## config.mk

```make
export PLATFORM = sky130hd
export DESIGN_NAME = mul_line_sequencer
export DESIGN_NICKNAME = d
export VERILOG_FILES = /design/src/rtl/mul_seq_pkg.sv /design/src/rtl/mul_tag_delay.sv /design/src/rtl/mul_line_sequencer.sv
export SDC_FILE = /design/constraint.sdc
export NUM_CORES = 1
export LEC_CHECK = 0
export CAP_MARGIN = 20
export CORE_AREA = 5 5 444 446
export CTS_BUF_LIST = sky130_fd_sc_hd__clkbuf_2
export DETAILED_ROUTE_END_ITERATION = 6
export DIE_AREA = 0 0 449 451
export SLEW_MARGIN = 20
export SYNTH_ARGS = -nofsm -noshare
export SYNTH_HDL_FRONTEND = slang
export SYNTH_HIERARCHICAL = 1
export SYNTH_SLANG_ARGS = --single-unit
```

## constraint.sdc

```tcl
create_clock -name clk -period 10.2 [get_ports clk]
set_clock_uncertainty 0.05 [all_clocks]
set_input_delay 1.53 -clock clk [delete_from_list [all_inputs] [get_ports clk]]
set_output_delay 1.53 -clock clk [all_outputs]
set_load 0.05 [all_outputs]
```

## src/rtl/mul_seq_pkg.sv

```systemverilog
// Shared types for the multiplier line sequencer: FSM states, the in-flight
// pair tag, and the pair-count derivation used to size the datapath.
package mul_seq_pkg;

    // Fixed tag index width so the struct is usable at any legal line geometry
    // (up to 256 pairs per line).
    localparam int TAG_IDX_W = 8;

    typedef enum logic [1:0] {
        IDLE   = 2'd0,
        ISSUE  = 2'd1,
        DRAIN  = 2'd2,
        OUTPUT = 2'd3
    } t_seq_state;

    typedef struct packed {
        logic                 valid;
        logic [TAG_IDX_W-1:0] idx;
    } t_mul_tag;

    function automatic int num_pairs(input int line_bits, input int data_len);
        return line_bits / (2 * data_len);
    endfunction

    function automatic int idx_width(input int pairs);
        return (pairs > 1) ? $clog2(pairs) : 1;
    endfunction

endpackage

```

## src/rtl/mul_tag_delay.sv

```systemverilog
// Fixed-depth shift register that carries each issued pair's tag alongside
// the multiplier pipeline, so the tag emerges with the matching product.
module mul_tag_delay
    import mul_seq_pkg::*;
#(
    parameter int DEPTH = 2
) (
    input  logic     clk,
    input  logic     clear,
    input  t_mul_tag tag_in,
    output t_mul_tag tag_out
);

    t_mul_tag stage_q [DEPTH];

    always_ff @(posedge clk) begin
        if (clear) begin
            for (int i = 0; i < DEPTH; i++) begin
                stage_q[i] <= '0;
            end
        end else begin
            stage_q[0] <= tag_in;
            for (int i = 1; i < DEPTH; i++) begin
                stage_q[i] <= stage_q[i-1];
            end
        end
    end

    assign tag_out = stage_q[DEPTH-1];

endmodule

```

## src/rtl/mul_line_sequencer.sv

```systemverilog
// Unpacks one cache line of operand pairs, streams them through a fixed-latency
// multiplier one per clock, and repacks the products into one result line.
module mul_line_sequencer
    import mul_seq_pkg::*;
#(
    parameter int DATA_LEN    = 32,
    parameter int MUL_LATENCY = 2,
    parameter int LINE_BITS   = 512
) (
    input  logic                 clk,
    input  logic                 reset,
    input  logic                 in_valid,
    output logic                 in_ready,
    input  logic [LINE_BITS-1:0] in_data,
    output logic [DATA_LEN-1:0]  mul_a,
    output logic [DATA_LEN-1:0]  mul_b,
    input  logic [DATA_LEN-1:0]  mul_result,
    output logic                 out_valid,
    input  logic                 out_ready,
    output logic [LINE_BITS-1:0] out_data,
    output logic                 busy,
    output logic [31:0]          lines_done
);

    localparam int NUM_PAIRS = num_pairs(LINE_BITS, DATA_LEN);
    localparam int IDX_W     = idx_width(NUM_PAIRS);
    localparam int RES_BITS  = NUM_PAIRS * DATA_LEN;

    t_seq_state          state;
    logic [LINE_BITS-1:0] line_q;
    logic [IDX_W-1:0]    idx_q;
    logic [DATA_LEN-1:0] pair_a [NUM_PAIRS];
    logic [DATA_LEN-1:0] pair_b [NUM_PAIRS];
    logic [DATA_LEN-1:0] slot_q [NUM_PAIRS];
    t_mul_tag            issue_tag_p0;
    t_mul_tag            tag_emerge;

    for (genvar i = 0; i < NUM_PAIRS; i++) begin : g_pairs
        assign pair_a[i] = line_q[(2*i)*DATA_LEN +: DATA_LEN];
        assign pair_b[i] = line_q[(2*i+1)*DATA_LEN +: DATA_LEN];
        assign out_data[i*DATA_LEN +: DATA_LEN] = slot_q[i];
    end

    assign out_data[LINE_BITS-1:RES_BITS] = '0;

    assign in_ready  = (state == IDLE);
    assign out_valid = (state == OUTPUT);
    assign busy      = (state != IDLE);

    // Stage p0 is the mul_a/mul_b register; the delay line adds the
    // multiplier's own latency so its output lines up with mul_result.
    mul_tag_delay #(
        .DEPTH(MUL_LATENCY)
    ) u_tag_delay (
        .clk    (clk),
        .clear  (reset),
        .tag_in (issue_tag_p0),
        .tag_out(tag_emerge)
    );

    always_ff @(posedge clk) begin
        if (reset) begin
            state        <= IDLE;
            line_q       <= '0;
            idx_q        <= '0;
            mul_a        <= '0;
            mul_b        <= '0;
            issue_tag_p0 <= '0;
            lines_done   <= '0;
            for (int i = 0; i < NUM_PAIRS; i++) begin
                slot_q[i] <= '0;
            end
        end else begin
            mul_a        <= '0;
            mul_b        <= '0;
            issue_tag_p0 <= '0;

            case (state)
                IDLE: begin
                    if (in_valid) begin
                        line_q <= in_data;
                        idx_q  <= '0;
                        for (int i = 0; i < NUM_PAIRS; i++) begin
                            slot_q[i] <= '0;
                        end
                        state <= ISSUE;
                    end
                end
                ISSUE: begin
                    mul_a        <= pair_a[idx_q];
                    mul_b        <= pair_b[idx_q];
                    issue_tag_p0 <= '{valid: 1'b1, idx: TAG_IDX_W'(idx_q)};
                    if (idx_q == IDX_W'(NUM_PAIRS - 1)) begin
                        state <= DRAIN;
                    end else begin
                        idx_q <= idx_q + IDX_W'(1);
                    end
                end
                DRAIN: begin
                    // Pairs retire in issue order, so the last index marks completion.
                    if (tag_emerge.valid && tag_emerge.idx == TAG_IDX_W'(NUM_PAIRS - 1)) begin
                        state <= OUTPUT;
                    end
                end
                OUTPUT: begin
                    if (out_ready) begin
                        lines_done <= lines_done + 32'd1;
                        state      <= IDLE;
                    end
                end
                default: state <= IDLE;
            endcase

            // Result capture stage: the emerging tag names the slot for mul_result.
            for (int i = 0; i < NUM_PAIRS; i++) begin
                if (tag_emerge.valid && tag_emerge.idx == TAG_IDX_W'(i)) begin
                    slot_q[i] <= mul_result;
                end
            end
        end
    end

endmodule

```

==> results of run 1 <==
-- through the flow --
step                      setup WS [ps]  instance area [um^2]  std cells  total power [mW]
after floorplan                    5170                 35200       2935              6.53
after global placement             5470                 44900       5923              7.48
after detailed placement           5420                 44900       5923              7.52
after CTS                          4810                 47700       6403              10.3
after global routing               4850                 47800       6422              10.6
final                              5290                 47800       6428              10.1
-- kinds of logic (layout without fill, tap and decap cells) --
group                    Yosys count  count (layout)
flip-flops                       891             891
buffers and inverters            480            1423
AO/OA/AOI/OAI                    660             660
adder cells (fa/ha/maj)            7               7
XOR/XNOR                           9               9
other                              1             285
multiplexers                     133             133
AND/OR/NAND/NOR                  494             494
-- flip-flops by register name, indices dropped and copies added, names as in the netlist --
name,flops
idx_q,3
lines_done,32
line_q,512
mul_a,32
u_tag_delay/stage_q,18
mul_b,32
state,2
issue_tag_p0,4
slot_q,256
-- critical path, stage by stage, from the launching register on --
cell and delay (ps):
dfxtp_1 400, inv_1 90, ha_1 320, inv_1 130
clkdlybuf4s50_1 870
-- report_power, final --
group | total, mW | leakage (nW) | switching, mW | internal (mW)
Sequential | 4.57 | 7.89 | 0.327 | 4.24
Combinational | 2.86 | 8.57 | 1.77 | 1.09
Clock | 2.65 | 1.70 | 1.57 | 1.08
-- area by class of cell --
cell class	instances	share of cell area (%)
Antenna cell	24	0.126
Clock buffer	342	3.58
Clock inverter	86	1.20
Inverter	11	0.0890
Multi-Input combinational cell	1564	25.8
Sequential cell	891	42.0
Tap cell	2526	6.61
Timing Repair Buffer	984	20.6
-- timing repair --
item | 4_1_cts | 5_1_grt
setup buffers | 0 | 0
hold buffers | 52 | 0
endpoints found under the hold margin | 52 | 0
-- worst max path at each step --
| stage | startpoint | end | slack, ps |
|---|---|---|---|
| 3_3_place_gp | reset | slot_q[0][53] | 5470 |
| 2_1_floorplan | reset | slot_q[0][100] | 5170 |
| 3_5_place_dp | in_valid | line_q[128] | 5420 |
| 6_report | state[0] | busy | 5290 |
| 4_1_cts | state[0] | out_valid | 4810 |
| 5_1_grt | state[0] | out_valid | 4850 |
-- placed cells by master (no fill, tap or decap), drive strengths merged, types with 15 or more instances in the layout --
cell type and instances:
nor2b 15, diode 24, buf 31, a21oi 85
conb 261, inv 16, and2 229, nor2 23
a22o 544, clkinv 73, dlygate4sd3 52, dfxtp 667
nand2 153, edfxtp 224, clkdlybuf4s50 901, mux4 128
clkbuf 342
-- per-layer routing --
layer	vias to the layer above	global-route usage, %	wire length [um]
li1	11600	-	-
met1	12300	12.6	46900
met2	963	21.6	67700
met3	222	3.88	8740
met4	20	5.25	4470
met5	-	0	135
==> impl_metrics.csv, run 1 <==
group,metric,value,unit
critical_path,path_class,"flip-flop to output pin",
synthesis,seq_area_frac_synth,58.7,%
drt,drt_wl_total,128,mm
placement,place_congestion,0.846,
synthesis,yosys.area.top_type_share,39.1,%
final_layout,layout.nets,4242,
cts,cts_resized,0,
critical_path,reg2reg_from,"state[0]",
cts,cts-htree-levels,4,
critical_path,end_kind,"output pin",
sta,rsz0062_at_grt,"no",
cts,cts-root-buf,"clkbuf_2",
drt,vias,25100,
critical_path,critPathLaunchType,"flip-flop",
synthesis,synthAdderAreaFrac,0.256,%
synthesis,syn_avg_cell_area,12.8,um^2
cts,clkSlewWorstSetupHoldPaths,90,ps
synthesis,synth.mux.area_fraction,8.60,%
worst_hold_path,hp-start,"u_tag_delay/stage_q[0][8]",
synthesis,synth_top_family_by_area,"compound AO/OA/AOI/OAI gates",
synthesis,synth_area_leaders,"dfxtp_1, edfxtp_1, a22o_1",
pwr,vdd_ir_drop_max,0.102,mV
cts,clock_latency,1600,ps
drt,drc,0,
global_route,antenna_found_initial,37,
drt,drt-initial-drc-count,1476,
synthesis,synthTopCellsByCount,"dfxtp_1, a22o_1, buf_4, and2_1, edfxtp_1",
synthesis,synth-compound-area-share,15.8,%
sta,worst_pin_slew,1100,ps
cts,cts_tree,"done",
die,fp.dieW,449,um
final_layout,multiInputGateArea,0.0123,mm^2
synthesis,synth_edf_count,224,
die,die_area,0.202,mm^2
global_route,track_usage,11.9,%
synthesis,synth_cell_types,46,
worst_hold_path,whs_path_depth,1,
job,drv_cap,0,
cts,clockBufferDepth,3,
sta,finalSetupViolations,0,
drt,dr.pass1.iters,5,
critical_path,required,8620,ps
pwr,power.leakage,18.2,nW
critical_path,worstPathArrival,3330,ps
global_route,first_global_vias,25700,
drt,antenna_left,0,
worst_hold_path,holdPathEnd,"u_tag_delay/stage_q[0][17]",
sta,fin_crit,4910,ps
sta,max_freq,0.204,GHz
sta,setup_tns,0,ps
worst_hold_path,hold_class,"flip-flop to flip-flop",
die,io_pins,1159,
placement,dp_hpwl,92.3,mm
die,core-area,0.192,mm^2
die,placement_rows,161,
critical_path,reg2regPathDepth,7,
synthesis,ys_seq_elements,891,
critical_path,reg2reg_slack,6530,ps
final_layout,drive_gt1_share,14.6,%
final_layout,regArea,0.0201,mm^2
synthesis,synthArstFlopShare,0,%
global_route,grt_max_degree,177,
sta,hold_viol,0,
synthesis,synthSimpleGateAreaFrac,7.89,%
final_layout,n_fill_cell,20400,
synthesis,synth.cell_area,0.0342,mm^2
final_layout,syn2layout_area_growth,39.9,%
synthesis,yosys_warnings,6,
die,initial_core_util,17.8,%
critical_path,r2r-end,"line_q[319]",
final_layout,postLayoutCoreUtil,24.9,%
outcome,outcome,"finished clean",
sta,relSlewSlack,26.7,%
cts,cts_buffers,235,
synthesis,synth_ff_type,"dfxtp_1",
placement,portBuffers,902,
pwr,power.density,211,mW/mm^2
synthesis,synthCells,2675,
synthesis,synthXorXnorAreaFrac,0.231,%
global_route,gr-total-overflow,0,
synthesis,synth.most_common_cell,"dfxtp_1",
sta,finalCritPeriodShare,48.1,%
drt,via_per_inst,3.91,
synthesis,yosysTopAreaCell,"dfxtp_1",
sta,holdWs,379,ps
critical_path,cp_max_fo,7,
drt,wl_per_cell,19.9,um
die,die_h,451,um
sta,timing.final.max_slew_violations,0,
cts,cts.sinks,891,
global_route,grt_first_pass_wirelength,179,mm
Note: power is estimated with default switching activity, not from simulation.
==> inputs of run 2 (changes only) <==
clock period = 4.59 ns   (was 10.2 ns; I/O delays follow)
==> run 2 against run 1 <==
Against the previous run: wire length is 18% higher; count of clock-buffer cells in the layout stayed put; total power is 130% higher; largest power group unchanged; via count is 23% higher; clock power is 120% higher; design area is 23% higher; flip-flop and latch count stayed put; register-to-register slack worse by 5200 ps; first-iteration DRC count is 40% higher; die area stayed put.
==> impl_metrics.csv, run 2 (synthesis results as in run 1) <==
group,metric,value,unit
global_route,busiest_layer,"met2",
final_layout,largest_register_ffs,512,
global_route,track_usage,14.0,%
drt,wl_per_cell,20.0,um
drt,antenna_left,0,
drt,dr.pass1.iters,5,
cts,cts_buffers,229,
final_layout,largest_register,"line_q",
final_layout,drive_gt1_share,12.0,%
critical_path,critPathSlowestCell,"dlygate4sd2_1",
die,die_h,451,um
drt,drc,0,
die,placement_rows,161,
worst_hold_path,hold_class,"flip-flop to flip-flop",
die,initial_core_util,17.8,%
pwr,fin_total_pwr,23.6,mW
sta,finalSetupViolations,0,
critical_path,endpoint,"busy",
critical_path,path_common_cell,"inv_1",
critical_path,reg2reg_from,"state[1]",
global_route,met3_usage,3.78,%
cts,cts-htree-levels,4,
sta,fin_crit,3900,ps
pwr,vdd_ir_drop_max,0.207,mV
critical_path,critPathLaunchType,"flip-flop",
global_route,met2_usage,25.5,%
global_route,antenna_found_initial,44,
critical_path,max_stage_delay,610,ps
critical_path,reg2regPathDepth,7,
critical_path,worstPathArrival,3170,ps
critical_path,end_kind,"output pin",
critical_path,crit_chain,"inv_1 > ha_1 > inv_1 > dlygate4sd2_1",
final_layout,mostFrequentLayoutCell,"dlygate4sd3_1",
global_route,first_global_vias,33100,
placement,portBuffers,902,
cts,clock_latency,1690,ps
final_layout,final_cell_mix,"dlygate4sd3_1, clkdlybuf4s50_1, dfxtp_1",
global_route,use_met1,14.2,%
final_layout,reg_top3,"line_q x512, slot_q x256",
die,io_pins,1159,
global_route,grt_max_degree,138,
pwr,power.density,401,mW/mm^2
critical_path,cp-startpoint,"state[1]",
sta,max_freq,0.256,GHz
final_layout,postLayoutCoreUtil,30.5,%
placement,dp_hpwl,95.8,mm
critical_path,cp_max_fo,7,
critical_path,required,3850,ps
placement,place_congestion,0.865,
sta,timing.final.max_slew_violations,0,
cts,cts.sinks,891,
sta,setup_tns,0,ps
drt,drt-initial-drc-count,2060,
job,drv_cap,0,
cts,postCtsSetupBuffers,0,
cts,cts-root-buf,"clkbuf_2",
die,core-area,0.192,mm^2
sta,rsz0062_at_grt,"no",
final_layout,layout.nets,5340,
die,die_area,0.202,mm^2
sta,hold_viol,0,
global_route,gr-total-overflow,0,
die,fp.dieW,449,um
cts,cts_tree,"done",
sta,finalCritPeriodShare,85.0,%
drt,drt_wl_total,151,mm
critical_path,path_class,"flip-flop to output pin",
pwr,power.leakage,22.9,nW
drt,vias,30800,
critical_path,reg2reg_slack,1320,ps
cts,clkSlewWorstSetupHoldPaths,110,ps
sta,relSlewSlack,27.8,%
sta,worst_pin_slew,1080,ps
cts,clockBufferDepth,3,
global_route,grt_first_pass_wirelength,215,mm
outcome,outcome,"finished clean",
final_layout,syn2layout_area_growth,71.7,%
critical_path,r2r-end,"line_q[432]",
drt,via_per_inst,4.09,
-- run 2: cell count changes in the layout (fill, tap and decap cells not counted), moves of 2 or more --
| cell | previous run | this run |
|---|---|---|
| clkinv_1 | 54 | 28 |
| buf_4 | 22 | 51 |
| clkdlybuf4s50_1 | 901 | 898 |
| clkinv_4 | 3 | 1 |
| bufinv_16 | 6 | 4 |
| dlygate4sd3_1 | 52 | 1126 |
| dlygate4sd2_1 | 0 | 3 |
| diode_2 | 24 | 45 |
| inv_2 | 0 | 3 |
| inv_6 | 4 | 6 |
-- run 2: how the worst min path moves through the flow --
| stage | start | endpoint | cells past startpoint |
|---|---|---|---|
| floorplan | issue_tag_p0[0] | u_tag_delay/stage_q[0][0] | 1 |
| global placement | u_tag_delay/stage_q[0][3] | u_tag_delay/stage_q[0][12] | 1 |
| detailed placement | issue_tag_p0[0] | u_tag_delay/stage_q[0][0] | 1 |
| CTS | mul_result[14] | slot_q[0][14] | 2 |
| global route | mul_result[14] | slot_q[0][14] | 2 |
| finish | u_tag_delay/stage_q[0][8] | u_tag_delay/stage_q[0][17] | 1 |
-- run 2: cell type report --
class,count,area [um^2]
antenna,45,113
tap,2526,3160
timing repair buffer,2088,20900
clock buffer,342,1710
inverter,11,42.5
sequential,891,20100
clock inverter,60,410
multi-input combinational,1564,12300
fill,19000,133000
-- run 2: per-layer routing --
metal	part of all wire [%]	vias up	wire [um]
li1	-	13800	-
met1	35	15200	52600
met2	52	1459	79100
met3	6.6	405	9980
met4	6.0	6	9090
met5	0.025	-	38
-- run 2: repair_timing --
action	in CTS	in global routing
hold buffers	1126	0
setup endpoints to repair	3	0
endpoints found under the hold margin	987	0
resized for setup	3	0
-- run 2: where the power goes --
group	leakage (nW)	internal (mW)	total (mW)	switching [mW]
logic	13.4	3.19	7.47	4.28
registers	7.89	9.43	10.3	0.830
clock network	1.63	2.26	5.83	3.57
-- run 2: critical path: cells and delay by family, from the launching register on --
| kind | cells | cell delay, ps |
|---|---|---|
| flops | 1 | 380 |
| buf+inv | 3 | 830 |
| fa+ha+maj | 1 | 310 |
-- run 2: through the flow --
stage	std cells	hold slack, ps	area, um^2	setup WS [ps]
3_5_place_dp	5954	369	45200	1290
6_report	7527	329	58700	686
2_1_floorplan	2935	361	35200	399
5_1_grt	7525	35.5	58700	266
4_1_cts	7482	3.26	58600	192
3_3_place_gp	5954	369	45200	1430
==> RTL edit (config.mk and constraints of run 2) <==
Change the parameter `MUL_LATENCY` from 2 to 1.
--- a/src/rtl/mul_line_sequencer.sv
+++ b/src/rtl/mul_line_sequencer.sv
@@ -5,5 +5,5 @@
 #(
     parameter int DATA_LEN    = 32,
-    parameter int MUL_LATENCY = 2,
+    parameter int MUL_LATENCY = 1,
     parameter int LINE_BITS   = 512
 ) (
Check against the original RTL: not settled (the Yosys comparison gave no result); the edit may change what the design does.
==> RTL edit against run 2 <==
- via count decreased by 1.9%
- setup slack worse by 0.19 ns
- final area fell by 1.7%
- power fell by 1.5%
- area after synthesis fell by 0.94%
- routed wire length down 3.3%
- sequential cell count fell by 9
- count of clock-buffer cells in the layout fell by 7
- largest cell class unchanged
==> RTL edit: results (changes against run 2) <==
** Final layout
- The final layout net count is 5240 (-1.9%).
- CLK BUF :: 335 (-2.0%)
- Proportion of cell area occupied by registers :: 34.5% (+0.29 points)
- Multi-input gate share of total cell area :: 21.2% (+0.24 points)
- Layout cells sized above 1 :: 11.8% (-0.19 points)

** Synth
- Number of distinct library cell variants in the gate-level netlist after synthesis :: 45 (-2.2%)
- Sorting the synthesized cells by area gives the leading types as sky130_fd_sc_hd__dfxtp_1 39%, sky130_fd_sc_hd__edfxtp_1 20%, sky130_fd_sc_hd__a22o_1 14%.
- The sequential area share after synthesis was 58.8% (about the same).

** Run status
- Status :: finished, final reports clean

** Setup path
- The critical path starts at state[0]$_SDFFE_PP0P_.
- Slowest cell on the critical path :: sky130_fd_sc_hd__clkdlybuf4s50_1
- The endpoint identified for the worst register-to-register timing path is slot_q[0][34]$_SDFFCE_PN0P_.
- Stage delay of the slowest cell on the critical path :: 0.94 ns (+0.33 ns)
- Following the worst setup path forward leads to its endpoint at out_valid.

** Routing
- The number of DRC markers in iteration 0 came to 2012 (-2.3%).
- The number of vias per cell after detailed routing came to 4.07 (-0.51%).
- The total iterations of the first detailed-routing run is 6 (+1).

** STA
- Hold Slack :: 0.277 ns (-0.0517 ns)
- Relative slew slack :: 24.7% (-3.1 points)

** Global route
- The initial antenna violation count was 34 (-23%).
- The global-route usage over all layers was 13.6% (-0.44 points).

** Min path
- Min-Delay Path Class :: input pin to register
- The cell depth of the worst hold path was 3 (+2).

** Power and ir drop
- Leak :: 22.3 nW (-2.7%)

** Placed design
- The count of placed standard cells including taps came to 5925 (-0.49%).
- GPL Wtd Cong :: 0.826 (-4.6%)

** CTS
- The TritonCTS buffer count came to 228 (-0.44%).
RTL edit: cell count changes after synthesis, sizes merged:
cell,delta
and2b,-7
buf,-10
dfxtp,-9
nor2b,-2
RTL edit: worst min path at each step:
stage                                from                                    to
2_1_floorplan  issue_tag_p0[0]$_SDFF_PP0_  u_tag_delay/stage_q[0][0]$_SDFF_PP0_
3_3_place_gp   issue_tag_p0[8]$_SDFF_PP0_  u_tag_delay/stage_q[0][8]$_SDFF_PP0_
3_5_place_dp   issue_tag_p0[0]$_SDFF_PP0_  u_tag_delay/stage_q[0][0]$_SDFF_PP0_
4_1_cts                      in_data[257]              line_q[257]$_SDFFE_PP0N_
5_1_grt                      in_data[257]              line_q[257]$_SDFFE_PP0N_
6_report                     in_data[374]              line_q[374]$_SDFFE_PP0N_
RTL edit: metal layers:
| layer | part of all wire [%] | up-vias | GRT usage, % |
|---|---|---|---|
| met5 | 0.071 | - | 0 |
| met4 | 5.0 | 16 | 7.56 |
| met3 | 7.1 | 405 | 3.85 |
| met2 | 52 | 1462 | 24.8 |
| met1 | 35 | 14800 | 14.0 |
| li1 | - | 13600 | - |
RTL edit: kinds of logic (layout without fill, tap and decap cells):
family                     after synthesis  in the layout  share of synthesized area (%)
DFF                                    882            882                           58.8
AOI/OAI and AO/OA                      660            660                           16.0
and+or+nand+nor                        485            485                           7.77
buffers and inverters                  470           2430                           8.33
muxes                                  133            133                           8.68
xor gates and xnor gates                 9              9                          0.233
adders and majority gates                7              7                          0.259
other                                    1            291                         0.0111
RTL edit: per-stage QoR:
step	total power, mW	area, µm²	setup slack [ns]
6_report	23.2	57700	0.494
5_1_grt	24.3	57700	0.0942
4_1_cts	23.3	57600	0.0770
3_5_place_dp	16.7	44900	0.905
3_3_place_gp	16.6	44900	0.942
2_1_floorplan	14.4	34800	0.399
